<file path="config.mk">
export PLATFORM = sky130hd
export DESIGN_NAME = stopwatch_ctrl
export DESIGN_NICKNAME = d
export VERILOG_FILES = /design/src/rtl/stopwatch_pkg.sv /design/src/rtl/button_debounce.sv /design/src/rtl/stopwatch_ctrl.sv
export SDC_FILE = /design/constraint.sdc
export NUM_CORES = 1
export LEC_CHECK = 0
export ABC_AREA = 1
export ABC_CLOCK_PERIOD_IN_PS = 2900
export CAP_MARGIN = 10
export CORE_MARGIN = 1.5
export CORE_UTILIZATION = 55
export CTS_CLUSTER_DIAMETER = 150
export DETAILED_ROUTE_END_ITERATION = 8
export PLACE_DENSITY = 0.74
export SYNTH_ARGS = -nofsm -noshare
export SYNTH_HDL_FRONTEND = slang
export SYNTH_SLANG_ARGS = --single-unit
</file>
<file path="constraint.sdc">
create_clock -name clk_in -period 2.9 [get_ports clk_in]
set_clock_uncertainty 0.05 [all_clocks]
set_input_delay 0.87 -clock clk_in [delete_from_list [all_inputs] [get_ports clk_in]]
set_output_delay 0.87 -clock clk_in [all_outputs]
set_load 0.02 [all_outputs]
</file>
<file path="src/rtl/stopwatch_pkg.sv">
// Shared types and constants for the stopwatch control slice.
package stopwatch_pkg;

  typedef enum logic [1:0] {
    IDLE  = 2'd0,
    RUN   = 2'd1,
    PAUSE = 2'd2,
    LAP   = 2'd3
  } sw_state_t;

  localparam int unsigned CLK_HZ = 50_000_000;

endpackage

</file>
<file path="src/rtl/button_debounce.sv">
// Synchronises a raw button and emits a one-cycle pulse on each accepted press.
module button_debounce #(
  parameter int unsigned DEBOUNCE_CYCLES = 1_000_000
) (
  input  logic clk_in,
  input  logic reset,
  input  logic raw,
  output logic press
);

  localparam int unsigned CW = $clog2(DEBOUNCE_CYCLES);
  localparam logic [CW-1:0] LAST = CW'(DEBOUNCE_CYCLES - 1);

  logic          sync1;
  logic          sync2;
  logic          stable;
  logic [CW-1:0] cnt;

  // Synchroniser is left out of reset so a button held through reset is
  // already visible when reset drops.
  always_ff @(posedge clk_in) begin
    sync1 <= raw;
    sync2 <= sync1;
  end

  always_ff @(posedge clk_in) begin
    if (reset) begin
      stable <= 1'b0;
      cnt    <= '0;
      press  <= 1'b0;
    end else begin
      press <= 1'b0;
      if (sync2 == stable) begin
        cnt <= '0;
      end else if (cnt == LAST) begin
        stable <= sync2;
        cnt    <= '0;
        press  <= sync2;
      end else begin
        cnt <= cnt + 1'b1;
      end
    end
  end

endmodule

</file>
<file path="src/rtl/stopwatch_ctrl.sv">
// Run/pause/lap/clear sequencer: debounced buttons drive the FSM, outputs and lap count.
module stopwatch_ctrl
  import stopwatch_pkg::*;
#(
  parameter int unsigned DEBOUNCE_CYCLES = 1_000_000,
  parameter int unsigned LAP_W           = 4
) (
  input  logic             clk_in,
  input  logic             reset,
  input  logic             btn_start_raw,
  input  logic             btn_lap_raw,
  output logic             stop,
  output logic             clear,
  output logic             freeze,
  output logic [LAP_W-1:0] lap_count,
  output logic [1:0]       state_o
);

  logic             start_p;
  logic             lap_p;
  sw_state_t        state;
  sw_state_t        state_nx;
  logic             clear_nx;
  logic [LAP_W-1:0] lap_nx;

  button_debounce #(.DEBOUNCE_CYCLES(DEBOUNCE_CYCLES)) u_start_db (
    .clk_in (clk_in),
    .reset  (reset),
    .raw    (btn_start_raw),
    .press  (start_p)
  );

  button_debounce #(.DEBOUNCE_CYCLES(DEBOUNCE_CYCLES)) u_lap_db (
    .clk_in (clk_in),
    .reset  (reset),
    .raw    (btn_lap_raw),
    .press  (lap_p)
  );

  // Start is tested first in every state, so it wins over a coincident lap.
  always_comb begin
    state_nx = state;
    clear_nx = 1'b0;
    lap_nx   = lap_count;
    unique case (state)
      IDLE: begin
        if (start_p) begin
          state_nx = RUN;
        end else if (lap_p) begin
          state_nx = IDLE;
          clear_nx = 1'b1;
          lap_nx   = '0;
        end
      end
      RUN: begin
        if (start_p) begin
          state_nx = PAUSE;
        end else if (lap_p) begin
          state_nx = LAP;
          lap_nx   = (lap_count == '1) ? lap_count : lap_count + 1'b1;
        end
      end
      LAP: begin
        if (start_p) begin
          state_nx = PAUSE;
        end else if (lap_p) begin
          state_nx = RUN;
        end
      end
      PAUSE: begin
        if (start_p) begin
          state_nx = RUN;
        end else if (lap_p) begin
          state_nx = IDLE;
          clear_nx = 1'b1;
          lap_nx   = '0;
        end
      end
      default: state_nx = IDLE;
    endcase
  end

  // Outputs are decoded from the next state so they register on the same edge as it.
  always_ff @(posedge clk_in) begin
    if (reset) begin
      state     <= IDLE;
      stop      <= 1'b1;
      clear     <= 1'b0;
      freeze    <= 1'b0;
      lap_count <= '0;
    end else begin
      state     <= state_nx;
      stop      <= !((state_nx == RUN) || (state_nx == LAP));
      clear     <= clear_nx;
      freeze    <= (state_nx == LAP);
      lap_count <= lap_nx;
    end
  end

  assign state_o = state;

endmodule

</file>
==> results.toml, run 1 <==
[status]
status = "finished clean"

[setup_path]
critical_path.startpoint = "state_o[0]"
reg2reg_depth = 6
worstPathArrival_ps = 1460
endpoint = "state_o[0]"
critical_path_depth = 1
max_stage_delay_ps = 650
path_buf_inv = 1
crit_fanout = 8
crit_required_ps = 1980
timing.rr.end = "u_lap_db.cnt[9]"
cp_top_family = "buffers and inverters"
r2r_setup_slack_ps = 1240
slowest_stage = "clkdlybuf4s50_1"
critical_path.endpoint_type = "output pin"
path_class = "flip-flop to output pin"
r2r-start = "u_lap_db.cnt[0]"
critPathLaunchType = "flip-flop"
path_cells = "clkdlybuf4s50_1"

[die]
rows = 25
die_y_um = 74.4
coreArea_um2 = 4820
initial_utilization = 0.581
boundaryPins = 13
dieArea_um2 = 5530
die_w_um = 74.4

[grt]
grt_overflow_total = 0
grt_max_degree = 21
grt_pass1_vias = 2113
gr-usage-all-layers = 0.214
grt_pass1_wl_um = 8990
antenna_found_initial = 0

[sta]
setup_tns_ps = 0
rsz0062_at_grt = "no"
period_share = 0.820
hold_violations = 0
clock.fmax_mhz = 421
slew_headroom = 0.715
fin_crit_ps = 2380
setup_viol = 0
fin_hold_ws_ps = 280
worst_pin_slew_ps = 427
slew_viol_final = 0

[logic_synthesis]
ys_top_cells_by_count = "nand2_1, nor2_1, dfxtp_1"
async_flop_share = 0
yosys.area.top_type = "dfxtp_1"
netlist_area_um2 = 2800
seq_area_frac_synth = 0.408
synth_edf_count = 0
yosysWarnings = 0
yosysMostFrequentCell = "nand2_1"
synth_mux_area_frac = 0
yosys.area_share.simple = 0.393
synth_fa_ha_area_frac = 0.0134
ys_seq_elements = 57
synth_top_family_by_area = "simple AND/OR/NAND/NOR gates"
syn_nets = 396
synth_compound_area_frac = 0.0326
synth_cell_types = 28
ys.flop_type = "dfxtp_1"
synth_top_area_frac = 0.408
synth_area_per_cell_um2 = 7.20
synth-xor-area-share = 0.0719
synthTopCellsByArea = "dfxtp_1, nand2_1, nor2_1, inv_1, nand3_1"
syn_inst = 389

[route]
routed-via-count = 2380
first_pass_iters = 4
drc = 0
via_per_inst = 4.95
ant_nets = 0
drtIter0Drc = 105
wirelength_um = 5330
wl_per_cell_um = 11.1

[cells_and_area]
drive_above_1_share = 0.116
fillCellCount = 437
nNetsFinal = 416
area_growth_pct = 14.9
utilization = 0.668
num_antenna_cells = 0

[pwr]
ir_drop_mv = 0.413
combPwrFrac = 0.014
clkPwrFrac = 0.525
p_int_uw = 1370
p_sw_uw = 350
p_leak_uw = 0.00117
sw_frac_of_total = 0.204
p_seq_frac = 0.461
p_total_uw = 1720
powerDensity_nw_per_um2 = 534

[clocking]
cts_sinks = 57
postCtsHoldBufs = 0
cts_buffers = 9
cts_max_level = 3
insertion_delay_ps = 340
cts.path.max_buffers = 2
cts-root-buf = "clkbuf_8"
cts_resized = 0
cts_tree = "done"
post-cts-setup-buffers = 0
clkTransAtPathRegs_ps = 70

[job]
cap_viol_max_count = 0

[placed_design]
gp_congestion = 0.849
dp.final_hpwl_um = 3750
portBuffers = 12

[min_path]
hold_class = "flip-flop to flip-flop"
hold_depth = 0
-- stage by stage --
step | instance area, um2 | setup slack (ps) | cells
floorplan | 2800 | 1380 | 389
global placement | 2970 | 519 | 465
detailed placement | 2970 | 472 | 465
CTS | 3220 | 510 | 481
global route | 3220 | 459 | 481
finish | 3220 | 523 | 481
-- how the worst min path moves through the flow --
stage	slack [ps]	endpoint	from
after CTS	280	u_lap_db.sync2	u_lap_db.sync1
final	280	u_lap_db.sync2	u_lap_db.sync1
after detailed placement	270	u_lap_db.sync2	u_lap_db.sync1
after global placement	260	u_lap_db.sync2	u_lap_db.sync1
after global routing	290	u_lap_db.sync2	u_lap_db.sync1
after floorplan	260	u_lap_db.sync2	u_lap_db.sync1
-- cell families (layout without fill, tap and decap cells) --
logic type      Yosys count  in the layout
flops                    57             57
fa+ha+maj                 3              3
simple gates            234            234
buf+inv                  55             80
compound gates           17             17
xor+xnor                 23             23
-- cell type report --
type / instances / area (um2) / area share
Tap cell: 67 / 83.8 / 0.0261
Multi-Input combinational cell: 277 / 1430 / 0.445
Clock buffer: 9 / 124 / 0.0385
Inverter: 51 / 191 / 0.0595
Sequential cell: 57 / 1140 / 0.355
Clock inverter: 7 / 119 / 0.0370
Timing Repair Buffer: 13 / 128 / 0.0397
-- cells in the final DEF, fill, tap and decap left out, drive strengths merged --
master	n
clkbuf	9
clkinvlp	2
inv	50
nand3	36
nand2	86
xnor2	8
nor3	8
ha	3
nand4	8
a21oi	11
xor2	15
buf	1
dfxtp	57
or2	1
clkdlybuf4s50	12
nor3b	1
o21ai	5
o31ai	1
clkinv	3
bufinv	3
nor2	91
nand3b	3
-- registers in the layout, indices dropped and copies added, names as in the netlist, 2 cells and up --
| register | flops |
|---|---|
| lap_count | 4 |
| state_o | 2 |
| u_lap_db.cnt | 20 |
| u_start_db.cnt | 20 |
-- metal layers --
layer,GRT usage,vias to the layer above,part of all wire
met3,0.0569,6,0.046
met1,0.273,1068,0.47
met4,0.0949,0,0.010
met5,0,-,0
met2,0.341,51,0.48
li1,-,1255,-
-- power by group through the flow --
stage	registers [uW]	clock network [uW]	logic, uW
CTS	792	916	24.6
floorplan	809	0	19.3
global placement	809	0	23.9
global route	792	947	27.4
finish	792	902	24.0
detailed placement	810	0	24.4
No activity file was read; power rests on OpenSTA's default activity.
==> run 2: changes to the inputs <==
--- a/config.mk
+++ b/config.mk
@@ -6,7 +6,7 @@
 export NUM_CORES = 1
 export LEC_CHECK = 0
 export ABC_AREA = 1
-export ABC_CLOCK_PERIOD_IN_PS = 2900
+export ABC_CLOCK_PERIOD_IN_PS = 2200
 export CAP_MARGIN = 10
 export CORE_MARGIN = 1.5
 export CORE_UTILIZATION = 55
==> constraint.sdc (replaced) <==
create_clock -name clk_in -period 2.2 [get_ports clk_in]
set_clock_uncertainty 0.05 [all_clocks]
set_input_delay 0.66 -clock clk_in [delete_from_list [all_inputs] [get_ports clk_in]]
set_output_delay 0.66 -clock clk_in [all_outputs]
set_load 0.02 [all_outputs]
==> results.toml, run 2 (synthesized netlist as in run 1, its figures left out) <==
[cells_and_area]
drive_above_1_share = 0.120
reg_top3 = "u_lap_db.cnt (20), u_start_db.cnt (20), lap_count (4)"
area_growth_pct = 15.5
final_cell_mix = "nand2_1, nor2_1, dfxtp_1, inv_1, nand3_1"
final_common_cell = "nand2_1"
num_antenna_cells = 0
fillCellCount = 435
nNetsFinal = 419

[grt]
grt_use_met3 = 0.0542
grt_util_met1 = 0.252
busiest_layer = "met2"
antenna_found_initial = 0
grt_max_degree = 21
gr-usage-all-layers = 0.214
grt_use_met2 = 0.352
grt_overflow_total = 0
grt_pass1_wl_um = 8920
grt_pass1_vias = 2191

[sta]
slew_headroom = 0.825
hold_violations = 0
period_share = 0.945
slew_viol_final = 0
fin_crit_ps = 2080
worst_pin_slew_ps = 261
clock.fmax_mhz = 481
rsz0062_at_grt = "no"
worst_slack_ps = 121
setup_tns_ps = 0
setup_viol = 0

[setup_path]
slowest_stage = "clkdlybuf4s50_1"
path_class = "flip-flop to output pin"
crit_required_ps = 1490
crit_fanout = 5
path_cells = "clkdlybuf4s50_1"
reg2reg_depth = 7
max_stage_delay_ps = 630
r2r_setup_slack_ps = 650
r2r-start = "u_lap_db.cnt[0]"
cp_top_family = "buffers and inverters"
endpoint = "lap_count[2]"
critical_path_depth = 1
critical_path.startpoint = "lap_count[2]"
worstPathArrival_ps = 1370
critical_path.endpoint_type = "output pin"
critPathLaunchType = "flip-flop"
path_buf_inv = 1
timing.rr.end = "u_lap_db.cnt[9]"

[die]
rows = 25
boundaryPins = 13
die_w_um = 74.4
initial_utilization = 0.581
die_y_um = 74.4
dieArea_um2 = 5530
coreArea_um2 = 4820

[placed_design]
post-place-ws_ps = 216
portBuffers = 12
gp_congestion = 0.893
dp.final_hpwl_um = 3760

[route]
wirelength_um = 5110
ant_nets = 0
drtIter0Drc = 109
wl_per_cell_um = 10.6
via_per_inst = 4.86
drc = 0
routed-via-count = 2346
first_pass_iters = 4

[clocking]
cts.path.max_buffers = 2
insertion_delay_ps = 330
postCtsHoldBufs = 0
post-cts-setup-buffers = 0
cts_resized = 0
cts_sinks = 57
cts_buffers = 9
clkTransAtPathRegs_ps = 70
cts-root-buf = "clkbuf_8"
cts_tree = "done"
cts_max_level = 3

[pwr]
ir_drop_mv = 0.348
p_seq_frac = 0.492
p_sw_uw = 427
p_leak_uw = 0.00120
p_int_uw = 1700
combPwrFrac = 0.019
sw_frac_of_total = 0.201
powerDensity_nw_per_um2 = 657
clkPwrFrac = 0.490

[min_path]
hold_depth = 0
hold_class = "flip-flop to flip-flop"

[job]
cap_viol_max_count = 0

[status]
status = "finished clean"
run 2: power groups by stage:
stage / sequential [uW] / combinational [uW] / clock [uW]
after floorplan: 1070 / 25.5 / 0
after global placement: 1070 / 40.2 / 0
after detailed placement: 1070 / 40.5 / 0
after CTS: 1040 / 40.6 / 1070
after global routing: 1040 / 44.3 / 1090
final: 1040 / 39.8 / 1040
run 2: worst min path at each step:
stage	startpoint	end
2_1_floorplan	u_lap_db.sync1	u_lap_db.sync2
3_3_place_gp	u_lap_db.sync1	u_lap_db.sync2
3_5_place_dp	u_lap_db.sync1	u_lap_db.sync2
4_1_cts	u_lap_db.sync1	u_lap_db.sync2
5_1_grt	u_lap_db.sync1	u_lap_db.sync2
6_report	u_lap_db.sync1	u_lap_db.sync2
run 2: area by class of cell:
class | count | area, um2 | share of cell area
clock buffer | 13 | 179 | 0.0553
clock inverter | 2 | 35.0 | 0.0108
inverter | 51 | 191 | 0.0592
multi-input combinational | 277 | 1430 | 0.442
sequential | 57 | 1140 | 0.353
tap | 67 | 83.8 | 0.0259
timing repair buffer | 16 | 175 | 0.0541
run 2: per-stage QoR:
stage	area, um2	hold WS (ps)	utilization	power (uW)	instances
finish	3240	277	0.672	2120	483
global route	3240	284	0.672	2180	483
CTS	3240	280	0.672	2150	483
detailed placement	3020	265	0.627	1110	468
global placement	3020	261	0.627	1110	468
floorplan	2800	260	-	1090	389
run 2: routing by layer:
layer | wire length, um | share of wire
met5 | 0 | 0
met1 | 2410 | 0.47
met4 | 123 | 0.024
met3 | 168 | 0.033
met2 | 2400 | 0.47
